File: src/rtl/diap_select.sv
// diap_select: auto-ranging controller; coarse passes step each channel's range code, then one full pass is published.
//   in : clk, rst (sync, active high), start, adc_complete (edge used), adc_data_1/2
//   out: start_cycle_conv, read_diapason, diap_1/2, result_1/2, result_diap_1/2,
//        overrange_1/2, result_valid, busy
module diap_select #(
  parameter int DATA_WIDTH = 24,
  parameter int DIAP_WIDTH = 2,
  parameter logic [DATA_WIDTH-1:0] DIAP_THR_HI = 24'h03C000,
  parameter logic [DATA_WIDTH-1:0] DIAP_THR_LO = 24'h003000,
  parameter int SETTLE_CYCLES = 1000,
  parameter int SETTLE_CNT_WIDTH = 10,
  parameter int DIAP_MAX_ITER = 4
) (
  input  logic                  clk,
  input  logic                  rst,
  input  logic                  start,
  input  logic                  adc_complete,
  input  logic [DATA_WIDTH-1:0] adc_data_1,
  input  logic [DATA_WIDTH-1:0] adc_data_2,
  output logic                  start_cycle_conv,
  output logic                  read_diapason,
  output logic [DIAP_WIDTH-1:0] diap_1,
  output logic [DIAP_WIDTH-1:0] diap_2,
  output logic [DATA_WIDTH-1:0] result_1,
  output logic [DATA_WIDTH-1:0] result_2,
  output logic [DIAP_WIDTH-1:0] result_diap_1,
  output logic [DIAP_WIDTH-1:0] result_diap_2,
  output logic                  overrange_1,
  output logic                  overrange_2,
  output logic                  result_valid,
  output logic                  busy
);
  localparam logic [DIAP_WIDTH-1:0] DIAP_MAX = '1;
  localparam int ITER_W = $clog2(DIAP_MAX_ITER + 1);
  typedef enum logic [2:0] {
    IDLE, COARSE_START, COARSE_WAIT, EVALUATE, SETTLE, FULL_START, FULL_WAIT, DONE
  } state_t;
  state_t state_q, state_d;
  logic [ITER_W-1:0] iter_q, iter_d;
  logic [SETTLE_CNT_WIDTH-1:0] settle_q, settle_d;
  logic comp_prev_q, comp_edge, at_limit, settle_done;
  logic [DIAP_WIDTH-1:0] diap_1_q, diap_1_d, diap_2_q, diap_2_d;
  logic [DIAP_WIDTH-1:0] result_diap_1_q, result_diap_1_d, result_diap_2_q, result_diap_2_d;
  logic [DATA_WIDTH-1:0] result_1_q, result_1_d, result_2_q, result_2_d;
  logic overrange_1_q, overrange_1_d, overrange_2_q, overrange_2_d;
  logic start_cycle_conv_q, start_cycle_conv_d, read_diapason_q, read_diapason_d;
  logic result_valid_q, result_valid_d, busy_q, busy_d;
  function automatic logic [DIAP_WIDTH-1:0] step(input logic [DATA_WIDTH-1:0] d,
                                                 input logic [DIAP_WIDTH-1:0] c);
    return (d >= DIAP_THR_HI && c != DIAP_MAX) ? c + 1'b1 :
           (d < DIAP_THR_LO && c != '0) ? c - 1'b1 : c;
  endfunction
  assign comp_edge   = adc_complete & ~comp_prev_q;
  assign at_limit    = iter_q >= ITER_W'(DIAP_MAX_ITER);
  assign settle_done = settle_q == SETTLE_CNT_WIDTH'(SETTLE_CYCLES - 1);
  always_comb begin
    state_d = state_q;
    iter_d = iter_q;
    settle_d = settle_q;
    diap_1_d = diap_1_q;
    diap_2_d = diap_2_q;
    result_1_d = result_1_q;
    result_2_d = result_2_q;
    result_diap_1_d = result_diap_1_q;
    result_diap_2_d = result_diap_2_q;
    overrange_1_d = overrange_1_q;
    overrange_2_d = overrange_2_q;
    case (state_q)
      IDLE: if (start) begin
        state_d = COARSE_START;
        iter_d = '0;
      end
      COARSE_START: begin
        iter_d = iter_q + 1'b1;
        state_d = COARSE_WAIT;
      end
      COARSE_WAIT: state_d = comp_edge ? EVALUATE : COARSE_WAIT;
      EVALUATE: begin
        diap_1_d = step(adc_data_1, diap_1_q);
        diap_2_d = step(adc_data_2, diap_2_q);
        state_d = (diap_1_d != diap_1_q || diap_2_d != diap_2_q) ? SETTLE : FULL_START;
      end
      SETTLE: begin
        settle_d = settle_done ? '0 : settle_q + 1'b1;
        state_d = !settle_done ? SETTLE : at_limit ? FULL_START : COARSE_START;
      end
      FULL_START: state_d = FULL_WAIT;
      // Results are captured on entry to DONE so they become visible together with result_valid;
      // adc_read holds the data stable while complete is high, so the captured values are those of DONE.
      FULL_WAIT: if (comp_edge) begin
        state_d = DONE;
        result_1_d = adc_data_1;
        result_2_d = adc_data_2;
        result_diap_1_d = diap_1_q;
        result_diap_2_d = diap_2_q;
        overrange_1_d = adc_data_1 >= DIAP_THR_HI && diap_1_q == DIAP_MAX;
        overrange_2_d = adc_data_2 >= DIAP_THR_HI && diap_2_q == DIAP_MAX;
      end
      default: state_d = IDLE;
    endcase
    // Registered outputs are decoded from the next state so they line up with the state they describe.
    start_cycle_conv_d = state_d inside {COARSE_START, FULL_START};
    read_diapason_d = (state_d inside {COARSE_START, COARSE_WAIT}) ? 1'b1 :
                      (state_d inside {FULL_START, FULL_WAIT}) ? 1'b0 : read_diapason_q;
    result_valid_d = state_d == DONE;
    busy_d = state_d != IDLE;
  end
  always_ff @(posedge clk) begin
    if (rst) begin
      state_q <= IDLE;
      iter_q <= '0;
      settle_q <= '0;
      comp_prev_q <= 1'b0;
      diap_1_q <= DIAP_MAX;
      diap_2_q <= DIAP_MAX;
      result_1_q <= '0;
      result_2_q <= '0;
      result_diap_1_q <= '0;
      result_diap_2_q <= '0;
      overrange_1_q <= 1'b0;
      overrange_2_q <= 1'b0;
      start_cycle_conv_q <= 1'b0;
      read_diapason_q <= 1'b0;
      result_valid_q <= 1'b0;
      busy_q <= 1'b0;
    end else begin
      state_q <= state_d;
      iter_q <= iter_d;
      settle_q <= settle_d;
      comp_prev_q <= adc_complete;
      diap_1_q <= diap_1_d;
      diap_2_q <= diap_2_d;
      result_1_q <= result_1_d;
      result_2_q <= result_2_d;
      result_diap_1_q <= result_diap_1_d;
      result_diap_2_q <= result_diap_2_d;
      overrange_1_q <= overrange_1_d;
      overrange_2_q <= overrange_2_d;
      start_cycle_conv_q <= start_cycle_conv_d;
      read_diapason_q <= read_diapason_d;
      result_valid_q <= result_valid_d;
      busy_q <= busy_d;
    end
  end
  assign start_cycle_conv = start_cycle_conv_q;
  assign read_diapason = read_diapason_q;
  assign diap_1 = diap_1_q;
  assign diap_2 = diap_2_q;
  assign result_1 = result_1_q;
  assign result_2 = result_2_q;
  assign result_diap_1 = result_diap_1_q;
  assign result_diap_2 = result_diap_2_q;
  assign overrange_1 = overrange_1_q;
  assign overrange_2 = overrange_2_q;
  assign result_valid = result_valid_q;
  assign busy = busy_q;
endmodule

File: config.mk
export PLATFORM = sky130hd
export DESIGN_NAME = diap_select
export DESIGN_NICKNAME = d
export VERILOG_FILES = /design/src/rtl/diap_select.sv
export SDC_FILE = /design/constraint.sdc
export NUM_CORES = 1
export LEC_CHECK = 0
export CAP_MARGIN = 5
export CORE_MARGIN = 4
export CORE_UTILIZATION = 40
export DETAILED_ROUTE_END_ITERATION = 8
export PLACE_DENSITY = 0.7
export RECOVER_POWER = 100
export SLEW_MARGIN = 20
export SYNTH_ARGS = -nofsm -noshare
export SYNTH_HDL_FRONTEND = slang
export SYNTH_SLANG_ARGS = --single-unit
export TNS_END_PERCENT = 5
File: constraint.sdc
create_clock -name clk -period 2.4 [get_ports clk]
set_input_delay 0.6 -clock clk [delete_from_list [all_inputs] [get_ports clk]]
set_output_delay 0.6 -clock clk [all_outputs]
set_load 0.03 [all_outputs]
==> reports/metrics.cfg <==
[pwr]
power_frac_comb_pct = 9.9
p_sw_mw = 0.629
p_seq_share_pct = 52.9
intPower_mw = 1.94
ir_drop_mv = 0.269
p_clk_share_pct = 37.1
leakage_nw = 1.82
switching_share_pct = 24.5
powerDensity_nw_per_um2 = 558

[drt]
drt_pre_antenna_iters = 4
dr.first_iter.drc_count = 98
drc = 0
routed_wl_mm = 8.19
routed_via_density = 4.94
ant_nets = 0
vias = 2976
wl_per_cell_microns = 13.6

[global_routing]
grt_pass1_wl_mm = 13.6
track_usage_pct = 17.2
overflow = 0
antenna_found_initial = 0
grt_max_degree = 36
first_global_vias = 2779

[synthesis]
synth_edf_count = 0
synth_ff_type = dfxtp_1
synthesis.area_sq_um = 3240
synthCells = 387
synthesis.nets = 445
ys.warnings.count = 0
syn_area_per_cell_sq_um = 8.38
ys_seq_elements = 79
synth_seq_area_share_pct = 48.8
postSynth.asyncResetShare_pct = 0
synthDistinctLibCells = 41

[sta]
slew_violations = 0
max_freq_mhz = 463
final_hold_viol_count = 0
final.period_utilization_pct = 89.9
slew-limit-headroom_pct = 55.8
setup_violations = 0
finClkSkew_ns = 0.00995
worstMarginPinSlew_ns = 0.658
min_period_ns = 2.16
setup_tns_ns = 0
rsz0062_at_grt = no

[worst_setup_path]
startpoint = diap_2[0]
required_ns = 1.80
arrival_ns = 1.56
cp-start-kind = flip-flop
cp_cell_sequence = dlygate4sd3_1
r2r_end = overrange_1
path_delay_family = buffers and inverters
critical_path.slowest_cell = dlygate4sd3_1
path_max_fanout = 5
slowest_delay_ns = 0.78
end_kind = output pin
path_buf_inv = 1
reg2reg_setup_slack_ns = 0.62
reg2reg_depth = 5
critPathKind = reg2out
r2r_start = state_q[1]

[finish]
final_core_util_pct = 59.0
register_area_sq_um = 1580
fillCellCount = 743
n_antenna_cell = 0
syn_to_final_growth_pct = 42.1
layout_common_cells = nand2_1, dfxtp_1, dlygate4sd3_1, a21oi_1, clkdlybuf4s50_1
final_area_sq_um = 4610
nNetsFinal = 555
multi_input_comb_area_sq_um = 1480
layout_commonest_cell = nand2_1
drive_gt1_share_pct = 6.19

[place]
place_area_sq_um = 4450
dp_hpwl_mm = 6.05
port_buffers = 113
gp_congestion = 0.791

[floorplan]
pin_count = 114
initial_utilization_pct = 41.5
die_w_microns = 98.0
dieHeight_microns = 98.0
rows = 32
coreArea_sq_um = 7810
dieArea_sq_um = 9610

[clocking]
clkLatencyLatePin_ns = 0.35
postCtsSetupBuffers = 0
cts.sinks = 79
cts_root_buffer = clkbuf_8
cts_buffers = 9
path_clk_slew_ns = 0.08
cts_tree = done
clockBufferDepth = 2
holdBufCountCts = 0
cts_resized = 0
htreeDepth = 3

[status]
outcome = complete, no violations

[flow_run]
drv_cap = 0

[min_path]
hp-class = reg2reg
whs_path_depth = 2
hold_path_startpoint = result_2[22]
min_to = result_2[22]

## cell type report
type / instances / share of cell area [%]
Clock buffer: 10 / 2.77
Clock inverter: 5 / 1.28
Inverter: 8 / 0.651
Multi-Input combinational cell: 279 / 32.1
Sequential cell: 79 / 34.3
Tap cell: 102 / 2.77
Timing Repair Buffer: 120 / 26.1
## worst max path at each step
stage                        to  slack [ns]  cells after the start
2_1_floorplan     read_diapason        0.73                      4
3_3_place_gp          diap_2[0]        0.09                      6
3_5_place_dp      read_diapason       0.005                      6
4_1_cts               diap_2[0]        0.28                      1
5_1_grt        start_cycle_conv        0.13                      6
6_report              diap_2[0]        0.24                      1
## logic make-up (layout without fill, tap and decap cells)
kind of cell / count (synthesis) / after routing / synth area share [%]
muxes: 2 / 2 / 0.617
buffers and inverters: 29 / 143 / 4.75
adders and majority gates: 6 / 6 / 2.31
and+or+nand+nor: 177 / 177 / 25.1
AOI/OAI and AO/OA: 80 / 80 / 14.7
xor gates and xnor gates: 14 / 14 / 3.78
DFF: 79 / 79 / 48.8
## cell usage after synthesis (all sizes together), types with 3 or more instances
| cell | instances | share of area [%] |
|---|---|---|
| nor4 | 7 | 2.5 |
| nand3 | 7 | 1.1 |
| and3 | 3 | 0.58 |
| ha | 6 | 2.3 |
| xnor2 | 7 | 1.9 |
| nand2 | 121 | 14 |
| o211ai | 3 | 0.69 |
| inv | 8 | 0.93 |
| and2 | 3 | 0.58 |
| nor2 | 21 | 2.4 |
| and4 | 3 | 0.85 |
| dfxtp | 79 | 49 |
| buf | 12 | 1.9 |
| xor2 | 7 | 1.9 |
| nand4 | 4 | 0.77 |
| a21oi | 61 | 9.5 |
| clkbuf | 9 | 2.0 |
## state kept, by name (all words and copies together) (netlist names)
name / cells
result_diap_2: 2
state_q: 3
settle_q: 10
result_2: 24
diap_1: 2
overrange_1: 1
comp_prev_q: 1
start_cycle_conv: 1
read_diapason: 1
busy: 1
overrange_2: 1
result_1: 24
result_diap_1: 2
diap_2: 2
result_valid: 1
iter_q: 3
## through the flow
step | power, mW | hold slack, ns | worst slack (ns) | cells
floorplan | 1.52 | 0.458 | 0.728 | 387
global placement | 1.65 | 0.440 | 0.0872 | 588
detailed placement | 1.66 | 0.447 | 0.00456 | 588
CTS | 2.62 | 0.459 | 0.277 | 603
global route | 2.70 | 0.474 | 0.134 | 603
finish | 2.57 | 0.453 | 0.242 | 603
## metal layers
| layer | vias up | global-route usage (%) | wire [microns] |
|---|---|---|---|
| met3 | 9 | 6.14 | 574 |
| met1 | 1365 | 22.5 | 3790 |
| met5 | - | 0 | 0 |
| met2 | 83 | 26.8 | 3730 |
| li1 | 1519 | - | - |
| met4 | 0 | 4.79 | 97 |
## power groups by stage
stage | Combinational (mW) | Sequential (mW) | Clock (mW)
after floorplan | 0.117 | 1.40 | 0
after global placement | 0.258 | 1.39 | 0
after detailed placement | 0.263 | 1.39 | 0
after CTS | 0.265 | 1.36 | 0.989
after global routing | 0.277 | 1.37 | 1.05
final | 0.255 | 1.36 | 0.955
Power figures use the tool's default switching activity.
